==> src/rtl/led_playlist_ctrl.sv <==
// led_playlist_ctrl: four-entry playlist of {pattern, times} entries that
// feeds an LED engine one entry at a time. Entries are either consumed as
// they finish (loop=0) or replayed round-robin in place (loop=1).
module led_playlist_ctrl (
  input  logic       clk,
  input  logic       reset,
  input  logic       push,
  input  logic [3:0] pat_in,
  input  logic [1:0] times_in,
  input  logic       play,
  input  logic       loop,
  input  logic       eng_done,
  output logic       eng_start,
  output logic [3:0] eng_pattern,
  output logic [1:0] eng_times,
  output logic [2:0] count,
  output logic       full,
  output logic       empty,
  output logic [1:0] cur_idx,
  output logic       busy,
  output logic       ovf
);

  typedef enum logic [1:0] {
    IDLE  = 2'd0,
    ISSUE = 2'd1,
    BUSY  = 2'd2
  } state_t;

  state_t     state_r;
  state_t     state_s;

  logic [5:0] mem_r [0:3];
  logic [1:0] head_r;
  logic [2:0] count_r;
  logic [1:0] cur_idx_r;
  logic       ovf_r;
  logic       eng_start_r;
  logic [3:0] eng_pattern_r;
  logic [1:0] eng_times_r;
  logic       busy_r;
  logic       full_r;
  logic       empty_r;

  logic       push_ok_s;
  logic       push_drop_s;
  logic       done_s;
  logic       pop_s;
  logic [1:0] wr_slot_s;
  logic [1:0] head_s;
  logic [2:0] count_s;
  logic [1:0] cur_idx_s;
  logic [1:0] rd_slot_s;
  logic [5:0] rd_data_s;

  // Buffer bookkeeping: next head/count/cur_idx and the entry the next ISSUE will present.
  always_comb begin
    push_ok_s   = push && (count_r != 3'd4);
    push_drop_s = push && (count_r == 3'd4);
    done_s      = (state_r == BUSY) && eng_done;
    pop_s       = done_s && !loop;
    wr_slot_s   = head_r + count_r[1:0];
    count_s     = count_r + {2'b00, push_ok_s} - {2'b00, pop_s};
    if (pop_s) begin
      head_s    = head_r + 2'd1;
      cur_idx_s = 2'd0;
    end else if (done_s) begin
      head_s    = head_r;
      cur_idx_s = (({1'b0, cur_idx_r} + 3'd1) == count_r) ? 2'd0 : (cur_idx_r + 2'd1);
    end else begin
      head_s    = head_r;
      cur_idx_s = cur_idx_r;
    end
    if (count_s == 3'd0) begin
      cur_idx_s = 2'd0;
    end else begin
      cur_idx_s = cur_idx_s;
    end
    rd_slot_s = head_s + cur_idx_s;
    // An entry written this very cycle can be the one issued next (e.g. pop of
    // the last entry alongside a push), so forward the incoming data.
    if (push_ok_s && (wr_slot_s == rd_slot_s)) begin
      rd_data_s = {pat_in, times_in};
    end else begin
      rd_data_s = mem_r[rd_slot_s];
    end
  end

  // Next-state logic for the issue sequencer.
  always_comb begin
    state_s = state_r;
    case (state_r)
      IDLE: begin
        if (play && (count_r != 3'd0)) begin
          state_s = ISSUE;
        end else begin
          state_s = IDLE;
        end
      end
      ISSUE: begin
        state_s = BUSY;
      end
      BUSY: begin
        if (eng_done) begin
          state_s = (play && (count_s != 3'd0)) ? ISSUE : IDLE;
        end else begin
          state_s = BUSY;
        end
      end
      default: begin
        state_s = IDLE;
      end
    endcase
  end

  // State register.
  always_ff @(posedge clk) begin
    if (reset) begin
      state_r <= IDLE;
    end else begin
      state_r <= state_s;
    end
  end

  // Storage, pointers, sticky overflow and registered engine/status outputs.
  always_ff @(posedge clk) begin
    if (reset) begin
      for (int i = 0; i < 4; i++) begin
        mem_r[i] <= 6'd0;
      end
      head_r        <= 2'd0;
      count_r       <= 3'd0;
      cur_idx_r     <= 2'd0;
      ovf_r         <= 1'b0;
      eng_start_r   <= 1'b0;
      eng_pattern_r <= 4'd0;
      eng_times_r   <= 2'd0;
      busy_r        <= 1'b0;
      full_r        <= 1'b0;
      empty_r       <= 1'b1;
    end else begin
      if (push_ok_s) begin
        mem_r[wr_slot_s] <= {pat_in, times_in};
      end
      head_r      <= head_s;
      count_r     <= count_s;
      cur_idx_r   <= cur_idx_s;
      ovf_r       <= ovf_r | push_drop_s;
      eng_start_r <= (state_s == ISSUE);
      if (state_s == ISSUE) begin
        eng_pattern_r <= rd_data_s[5:2];
        eng_times_r   <= rd_data_s[1:0];
      end
      busy_r  <= (state_s != IDLE);
      full_r  <= (count_s == 3'd4);
      empty_r <= (count_s == 3'd0);
    end
  end

  assign eng_start   = eng_start_r;
  assign eng_pattern = eng_pattern_r;
  assign eng_times   = eng_times_r;
  assign count       = count_r;
  assign full        = full_r;
  assign empty       = empty_r;
  assign cur_idx     = cur_idx_r;
  assign busy        = busy_r;
  assign ovf         = ovf_r;

endmodule

==> config.mk <==
export PLATFORM = sky130hd
export DESIGN_NAME = led_playlist_ctrl
export DESIGN_NICKNAME = d
export VERILOG_FILES = /design/src/rtl/led_playlist_ctrl.sv
export SDC_FILE = /design/constraint.sdc
export NUM_CORES = 1
export LEC_CHECK = 0
export CORE_ASPECT_RATIO = 0.7
export CORE_UTILIZATION = 49
export CTS_CLUSTER_DIAMETER = 100
export DETAILED_ROUTE_END_ITERATION = 6
export PLACE_DENSITY_LB_ADDON = 0.3
export SLEW_MARGIN = 20
export SYNTH_ARGS = -nofsm -noshare
export SYNTH_HDL_FRONTEND = slang
export SYNTH_SLANG_ARGS = --single-unit
export TNS_END_PERCENT = 5
==> constraint.sdc <==
create_clock -name clk -period 3.6 [get_ports clk]
set_clock_uncertainty 0.1 [all_clocks]
set_input_delay 0.54 -clock clk [delete_from_list [all_inputs] [get_ports clk]]
set_output_delay 0.54 -clock clk [all_outputs]
set_load 0.02 [all_outputs]
==> impl_metrics.yaml, run 1 <==
clocking:
  cts_tree: "yes"
  cts_root_buf: "clkbuf_8"
  clock_path_buffers: 2
  path_clk_slew_ns: 0.08
  cts.sinks: 44
  htree_levels: 2
  clk_latency_ns: 0.30
  hold_buffers: 0
  cts_made_buffers: 5
power_and_ir_drop:
  p_total_mw: 1.58
  ir_drop_mv: 0.303
  p_leak_nw: 1.11
  power.density_mw_per_mm2: 561
sta:
  setup_viol: 0
  max_slew_margin_pct: 63.6
  tightestPinTransition_ns: 0.543
  min_period_over_period_pct: 97.4
  max_freq_mhz: 285
  fin_ws_ns: 0.0942
  hold_viol: 0
  drv_slew: 0
  rsz0062_at_grt: "yes"
  min_period_ns: 3.51
setup_path:
  crit_path_start_kind: "primary input"
  endpoint_kind: "register"
  path_class: "in2reg"
  crit_path_cell_trace: "dlygate4sd2_1, nand3b_1, nor2_4, xnor2_2, ha_2, inv_2, fa_2, xnor3_1, and3_4, a21oi_4, ha_2, xnor3_2, xor2_4, mux2i_4, a221o_1"
  critPathSlowestCell: "mux2i_4"
  cp_common_cell: "ha_2"
  worstPathMaxFanout: 8
  arrival_ns: 3.65
  max_stage_delay_ns: 0.37
  worstPathRequired_ns: 3.75
detailed_routing:
  firstDrtPassIters: 4
  wl_per_cell_um: 17.4
  num_vias: 1730
  wl_met2_um: 2200
  wl_met3_um: 324
  drcViolationCount: 0
  wl_met1_um: 2500
  highest_layer: "met4"
  drt-initial-drc-count: 137
  via_per_inst: 5.90
  ant_nets: 0
  wl_um: 5090
grt:
  grt.overflow.total: 0
  antenna_found_initial: 0
  grt_pass1_vias: 1616
  grt_max_degree: 14
  gr-usage-all-layers_pct: 24.1
  grt_pass1_wl_um: 8220
cells_and_area:
  nNetsFinal: 257
  area_growth_pct: 27.8
  layout-drive-gt1-share_pct: 21.6
  utilization_pct: 68.5
  diodes: 0
  final_cells: 293
synthesis:
  synth_nets: 209
  synth-simple-area-share_pct: 19.4
  muxShareOfSynthArea_pct: 1.36
  yosysSeqAreaShare_pct: 50.9
  synth_area_mm2: 0.00220
  ys_types: 41
  synth-xor-area-share_pct: 7.27
  synth_top_family_by_area: "simple AND/OR/NAND/NOR gates"
  synth-compound-area-share_pct: 14.7
  syn_inst: 192
  synth_fa_ha_area_share_pct: 3.18
  avgSynthCellArea_um2: 11.5
  yosys_warnings: 0
  synth_seq_cells: 44
floorplanning:
  die_area_mm2: 0.00477
  fp.dieW_um: 82.2
  initial_utilization_pct: 53.6
  io_pins: 28
  die_y_um: 58.1
  core_mm2: 0.00411
  rows: 19
min_path:
  hold_path.class: "reg2reg"
placement:
  dp_slack_ns: -0.583
  gp_congestion: 0.878
  portBuffers: 27
  dp_hpwl_um: 3820
  dp.cells: 283
run_status:
  outcome: "complete, no violations"
job:
  drv_cap: 0
[synthesized netlist by cell type, drive strengths merged]
master / instances / area share [%]
nand4b: 1 / 0.40
edfxtp: 24 / 33
mux2i: 3 / 1.4
a21o: 1 / 0.34
a32o: 12 / 5.5
xnor2: 5 / 2.0
inv: 10 / 1.7
xor2: 6 / 3.2
a21oi: 6 / 1.9
nor2: 12 / 2.0
o31ai: 1 / 0.34
nand3: 2 / 0.45
nand2b: 1 / 0.28
dfxtp: 20 / 18
a31oi: 1 / 0.28
xnor3: 2 / 2.0
o2111ai: 1 / 0.40
nor3b: 3 / 1.0
ha: 4 / 2.3
clkbuf: 6 / 1.1
buf: 1 / 0.51
nand2: 10 / 1.8
fa: 1 / 0.91
a221o: 6 / 2.7
or3b: 1 / 0.40
and3b: 2 / 0.80
o32ai: 7 / 2.8
nor3: 3 / 0.68
and3: 2 / 0.80
a311o: 1 / 0.45
or3: 1 / 0.28
and2: 25 / 7.1
nand3b: 2 / 0.68
or4: 1 / 0.34
or2: 5 / 1.4
nor2b: 3 / 0.85
[kinds of logic (layout without fill, tap and decap cells)]
group	after synthesis	count (layout)
and+or+nand+nor	74	74
buffers and inverters	17	66
muxes	3	3
DFF	44	44
AOI/OAI and AO/OA	36	36
xor gates and xnor gates	13	13
adders and majority gates	5	5
[cell usage in the layout (no fill, tap or decap), types with 2 or more instances in the layout]
cell type	instances
clkdlybuf4s50_1	24
inv_1	9
and3b_1	2
nand2_1	8
nor2b_1	3
xnor2_1	4
clkinv_2	2
a21oi_1	3
ha_1	2
nand3b_1	2
nor3_1	3
and2_1	25
nor3b_1	3
clkbuf_8	5
xor2_1	5
dfxtp_1	17
a32o_1	12
o32ai_1	7
or2_2	5
dlymetal6s2s_1	2
a221o_1	6
nor2_1	11
ha_2	2
a21oi_4	2
buf_4	21
nand3_1	2
edfxtp_1	24
dfxtp_2	2
mux2i_1	2
[worst paths after layout]
path	from	end	slack, ns	cells past startpoint
worst max-delay path	eng_done	eng_pattern[2]	0.09	15
worst min register to register	ovf	ovf	0.41	2
worst min-delay path	ovf	ovf	0.41	2
worst max register to register	state_r[0]	eng_pattern[2]	0.10	14
[worst max-delay path, delay by kind of cell]
family	cells	cell delay, ns
XOR/XNOR	4	0.92
AND/OR/NAND/NOR	3	0.53
adder cells (fa/ha/maj)	3	0.71
AO/OA/AOI/OAI	2	0.33
buffers and inverters	2	0.25
multiplexers	1	0.37
[sequential cells by signal, indices dropped and copies added, names as in the netlist]
| register | flops |
|---|---|
| head_r | 2 |
| empty | 1 |
| ovf | 1 |
| cur_idx | 2 |
| eng_times | 2 |
| busy | 1 |
| full | 1 |
| eng_start | 1 |
| state_r | 2 |
| eng_pattern | 4 |
| count | 3 |
| mem_r | 24 |
[through the flow]
| step | cell area, µm² | TNS [ns] | hold WS, ns |
|---|---|---|---|
| after CTS | 2780 | 0 | 0.401 |
| after global routing | 2820 | -0.124 | 0.421 |
| after detailed placement | 2670 | -3.46 | 0.367 |
| after floorplan | 2240 | 0 | 0.427 |
| after global placement | 2670 | -2.13 | 0.356 |
| final | 2820 | 0 | 0.406 |
[final cells by class]
class / count / area (µm²)
clock buffer: 5 / 68.8
clock inverter: 3 / 13.8
fill: 303 / 1300
inverter: 10 / 37.5
multi-input combinational: 131 / 1070
sequential: 44 / 1130
tap: 52 / 65.1
timing repair buffer: 48 / 432
[what timing repair did]
| item | CTS | global route |
|---|---|---|
| endpoints found under the hold margin | 0 | 0 |
| buffers inserted | 1 | 1 |
| setup endpoints to repair | 6 | 6 |
| gates resized for setup | 7 | 8 |
| pin swaps | 7 | 5 |
[per-layer routing]
metal,vias to the layer above,global-route usage [%]
met3,9,5.51
li1,809,-
met4,0,7.77
met5,-,0
met1,840,36.5
met2,72,33.6
[power by group]
part / switching [mW] / internal, mW
sequential: 0.0356 / 0.614
clock: 0.166 / 0.132
combinational: 0.316 / 0.315
total: 0.517 / 1.06
(Power assumes the default switching activity.)
==> run 2: changes to the inputs <==
--- a/config.mk
+++ b/config.mk
@@ -6,7 +6,8 @@
 export NUM_CORES = 1
 export LEC_CHECK = 0
 export CORE_ASPECT_RATIO = 0.7
-export CORE_UTILIZATION = 49
+export CORE_UTILIZATION = 50
+export CTS_BUF_LIST = sky130_fd_sc_hd__clkbuf_4
 export CTS_CLUSTER_DIAMETER = 100
 export DETAILED_ROUTE_END_ITERATION = 6
 export PLACE_DENSITY_LB_ADDON = 0.3
==> run 2 against run 1 <==
The run now ends with negative setup slack left. Fmax shrank 2.7%. Global-route usage grew 1.5 points. First-iteration DRC count grew 38%. Largest cell class unchanged. Worst setup slack lost 0.097 ns. Register-to-register slack lost 0.08 ns. Worst hold slack lost 0.0037 ns. Flip-flop and latch count is the same. Sequential share of layout area shrank 0.21 points. Cell area grew 0.53%. Non-clock buffer count grew 3. Clock power grew 6.7%.
==> impl_metrics.yaml, run 2 (synthesis results as in run 1) <==
clocking:
  cts_tree: "yes"
  clk_latency_ns: 0.36
  path_clk_slew_ns: 0.13
  cts_root_buf: "clkbuf_4"
  htree_levels: 2
  cts_made_buffers: 5
  clock_path_buffers: 2
  cts.sinks: 44
grt:
  grt_max_degree: 14
  antenna_found_initial: 0
  gr-usage-all-layers_pct: 25.6
  grt_pass1_vias: 1692
  grt.overflow.total: 0
  grt_pass1_wl_um: 8600
setup_path:
  path_class: "in2reg"
  worstPathRequired_ns: 3.76
  ff2ff_setup_slack_ns: 0.02
  r2r_start: "count[1]"
  reg2reg_depth: 15
  arrival_ns: 3.76
  crit_path_start_kind: "primary input"
  endpoint_kind: "register"
  worstPathMaxFanout: 6
  r2r-end: "eng_pattern[0]"
sta:
  min_period_over_period_pct: 100
  max_slew_margin_pct: 61.6
  min_period_ns: 3.60
  drv_slew: 0
  tightestPinTransition_ns: 0.574
  hold_viol: 0
  setup_viol: 1
  fin_ws_ns: -0.00309
  hold_slack_ns: 0.402
  rsz0062_at_grt: "yes"
  max_freq_mhz: 278
min_path:
  hold_end: "ovf"
  whs_path_depth: 2
  hold_path.class: "reg2reg"
  min_from: "ovf"
cells_and_area:
  layout_commonest_cell: "clkdlybuf4s50_1"
  regMostFlops: "mem_r"
  diodes: 0
  largest_reg_flops: 24
  final_cell_mix: "26 x clkdlybuf4s50_1, 25 x and2_1, 24 x edfxtp_1, 24 x buf_4, 17 x dfxtp_1"
  layout-drive-gt1-share_pct: 23.0
  nNetsFinal: 260
  area_growth_pct: 28.4
  utilization_pct: 69.6
floorplanning:
  rows: 19
  initial_utilization_pct: 54.2
  die_y_um: 57.5
  die_area_mm2: 0.00468
  io_pins: 28
  fp.dieW_um: 81.3
  core_mm2: 0.00407
detailed_routing:
  num_vias: 1746
  wl_um: 5290
  firstDrtPassIters: 4
  via_per_inst: 5.90
  drcViolationCount: 0
  drt-initial-drc-count: 189
  wl_per_cell_um: 17.9
  ant_nets: 0
power_and_ir_drop:
  ir_drop_mv: 0.332
  power.density_mw_per_mm2: 573
  p_leak_nw: 1.11
  p_total_mw: 1.62
run_status:
  violations: "negative setup slack"
  outcome: "complete, but fails checks"
placement:
  portBuffers: 27
  dp_hpwl_um: 4010
  gp_congestion: 0.920
  dp_slack_ns: -0.567
job:
  drv_cap: 0
run 2: worst max-delay path, cell delays in order:
cell and delay, ns:
clkdlybuf4s50_1 0.54, nor2_4 0.07, buf_4 0.13, buf_4 0.13, and2_1 0.16, fa_2 0.35, xnor3_1 0.20, and3_4 0.21
a21oi_4 0.12, ha_2 0.18, xnor3_2 0.29, xor2_4 0.20, buf_4 0.16, a32o_1 0.22, a221o_1 0.26
run 2: worst max path at each step:
stage	start	end	slack, ns	cells past startpoint
2_1_floorplan	count[1]	eng_pattern[0]	0.008	17
4_1_cts	count[0]	eng_times[1]	0.01	14
3_5_place_dp	eng_done	eng_times[1]	-0.57	15
6_report	loop	eng_pattern[0]	-0.003	15
5_1_grt	count[1]	eng_pattern[2]	-0.08	15
3_3_place_gp	eng_done	eng_times[0]	-0.35	15
run 2: routing by layer:
layer	track usage [%]	part of all wire (%)	routed length, µm	vias to the layer above
li1	-	-	-	817
met1	36.5	45	2390	839
met2	38.3	45	2390	81
met3	5.44	8.2	433	9
met4	8.93	1.3	70	0
met5	0	0	0	-
run 2: layout make-up:
type | count | area [µm²]
repair buffers | 51 | 449
fillers | 278 | 1230
clock buffers | 6 | 45.0
clock inverters | 2 | 35.0
multi-input cells | 131 | 1070
flip-flops and latches | 44 | 1130
well taps | 52 | 65.1
inverters | 10 | 37.5
run 2: repair_timing:
item | CTS | global route
hold buffers | 0 | 0
gates resized for setup | 6 | 7
setup endpoints to repair | 6 | 6
pin swaps | 6 | 6
setup buffers | 2 | 3
run 2: metrics by stage:
stage	cell area (µm²)	cells	TNS (ns)
floorplan	2240	192	0
global placement	2670	283	-2.08
detailed placement	2670	283	-3.21
CTS	2780	293	0
global route	2830	296	-0.260
finish	2830	296	-0.00309
run 2: report_power, final:
group,leakage (nW),switching (mW),internal (mW)
clock,0.0456,0.164,0.153
sequential,0.414,0.0363,0.614
combinational,0.649,0.326,0.327
==> run 3: changes to the inputs <==
--- a/config.mk
+++ b/config.mk
@@ -5,12 +5,14 @@
 export SDC_FILE = /design/constraint.sdc
 export NUM_CORES = 1
 export LEC_CHECK = 0
+export CAP_MARGIN = 10
 export CORE_ASPECT_RATIO = 0.7
 export CORE_UTILIZATION = 50
 export CTS_BUF_LIST = sky130_fd_sc_hd__clkbuf_4
 export CTS_CLUSTER_DIAMETER = 100
 export DETAILED_ROUTE_END_ITERATION = 6
 export PLACE_DENSITY_LB_ADDON = 0.3
+export SETUP_SLACK_MARGIN = 0.02
 export SLEW_MARGIN = 20
 export SYNTH_ARGS = -nofsm -noshare
 export SYNTH_HDL_FRONTEND = slang
==> run 3 against run 2 <==
The run now ends clean. Wire length shrank 2.3%. Worst hold slack lost 0.0046 ns. Count of clock-buffer cells in the layout shrank 1. Combinational power shrank 4.7%. Cell area shrank 0.57%.
==> impl_metrics.yaml, run 3 (synthesis results as in run 1) <==
detailed_routing:
  firstDrtPassIters: 4
  drcViolationCount: 0
  via_per_inst: 5.82
  highest_layer: "met4"
  ant_nets: 0
  wl_um: 5170
  wl_met3_um: 351
  wl_per_cell_um: 17.6
  drt-initial-drc-count: 181
  wl_met2_um: 2220
  num_vias: 1711
  wl_met1_um: 2480
sta:
  drv_slew: 0
  max_slew_margin_pct: 60.0
  rsz0062_at_grt: "yes"
  setup_viol: 0
  max_freq_mhz: 281
  hold_viol: 0
  tightestPinTransition_ns: 0.598
  fin_setup_tns_ns: 0
  hold_slack_ns: 0.397
  min_period_ns: 3.55
  min_period_over_period_pct: 98.7
floorplanning:
  die_y_um: 57.5
  initial_utilization_pct: 54.2
  core_mm2: 0.00407
  die_area_mm2: 0.00468
  io_pins: 28
  rows: 19
  fp.dieW_um: 81.3
power_and_ir_drop:
  power.density_mw_per_mm2: 562
  p_comb_share_pct: 39.4
  p_leak_nw: 1.09
  sw_frac_of_total_pct: 32.5
  power.internal_mw: 1.07
  p_sw_mw: 0.514
  ir_drop_mv: 0.310
  pwr-share-seq_pct: 41.1
  pwr-share-clk_pct: 19.6
cells_and_area:
  layout_commonest_cell: "clkdlybuf4s50_1"
  layout-drive-gt1-share_pct: 22.3
  area_growth_pct: 27.7
  diodes: 0
  largest_reg_flops: 24
  final_cell_mix: "26 x clkdlybuf4s50_1, 25 x and2_1, 24 x edfxtp_1"
  regMostFlops: "mem_r"
  final_area_mm2: 0.00281
  fill_cells: 300
  final_cells: 294
  nNetsFinal: 258
clocking:
  hold_buffers: 0
  path_clk_slew_ns: 0.13
  cts_tree: "yes"
  htree_levels: 2
  clk_latency_ns: 0.35
  cts_root_buf: "clkbuf_4"
  cts_made_buffers: 5
  cts.sinks: 44
  clock_path_buffers: 2
placement:
  dp_hpwl_um: 3800
  placed_area_mm2: 0.00266
  gp_congestion: 0.918
  portBuffers: 27
  dp.cells: 282
setup_path:
  worstPathRequired_ns: 3.75
  arrival_ns: 3.70
  crit_path_start_kind: "register"
  critPathSlowestCell: "or3b_4"
  path_delay_family: "XOR/XNOR gates"
  max_stage_delay_ns: 0.42
  endpoint_kind: "register"
  crit_path_cell_trace: "or3b_4, nand2_4, xnor2_2, ha_2, inv_2, fa_2, xnor3_1, and3_4, a21oi_4, ha_2, xnor3_2, xor2_4, buf_4, a32o_1, a221o_1"
  critical_path_buf_inv_count: 2
  cp_common_cell: "ha_2"
  worstPathMaxFanout: 4
  path_class: "reg2reg"
grt:
  grt_pass1_vias: 1664
  grt.overflow.total: 0
  grt_max_degree: 15
  gr-usage-all-layers_pct: 24.7
  antenna_found_initial: 0
  grt_pass1_wl_um: 8320
job:
  drv_cap: 0
run_status:
  outcome: "complete, no violations"
min_path:
  hold_path.class: "reg2reg"
[run 3: tightest hold or removal path: stages, from the launching register on]
cell	delay (ns)
dfxtp_1	0.35
a21oi_1	0.04
nor2_1	0.08
[run 3: power by group through the flow]
stage | clock network [mW] | logic, mW | registers, mW
2_1_floorplan | 0 | 0.291 | 0.714
3_3_place_gp | 0 | 0.568 | 0.655
3_5_place_dp | 0 | 0.582 | 0.659
4_1_cts | 0.312 | 0.589 | 0.648
5_1_grt | 0.338 | 0.672 | 0.657
6_report | 0.310 | 0.622 | 0.649
[run 3: what timing repair did]
action	in CTS	in global routing
pin swaps	5	4
resized for setup	6	6
buffers inserted	0	4
hold endpoints to repair	0	0
setup endpoints to repair	6	6
[run 3: path summary, 6_finish.rpt]
path         startpoint            to  slack [ns]  cells past startpoint
max            count[1]  eng_times[1]        0.05                     15
min                 ovf           ovf        0.40                      2
min reg2reg         ovf           ovf        0.40                      2
max reg2reg    count[1]  eng_times[1]        0.05                     15
[run 3: cell type report]
| type | count | area [µm²] | share of cell area, % |
|---|---|---|---|
| well taps | 52 | 65.1 | 2.31 |
| repair buffers | 49 | 438 | 15.6 |
| multi-input cells | 131 | 1070 | 37.9 |
| clock inverters | 3 | 42.5 | 1.51 |
| flip-flops and latches | 44 | 1130 | 40.1 |
| clock buffers | 5 | 37.5 | 1.33 |
| inverters | 10 | 37.5 | 1.33 |
[run 3: per-stage QoR]
| step | power, mW | utilization (%) | setup WS (ns) |
|---|---|---|---|
| final | 1.58 | 69.2 | 0.0474 |
| after global routing | 1.67 | 69.2 | -0.0526 |
| after CTS | 1.55 | 67.9 | 0.0388 |
| after detailed placement | 1.24 | 65.4 | -0.607 |
| after global placement | 1.22 | 65.4 | -0.371 |
| after floorplan | 1.00 | - | 0.0282 |
[run 3: per-layer routing]
layer	GRT usage, %	vias to the layer above
met1	36.9	815
li1	-	809
met3	6.56	13
met2	33.6	74
met5	0	-
met4	10.2	0
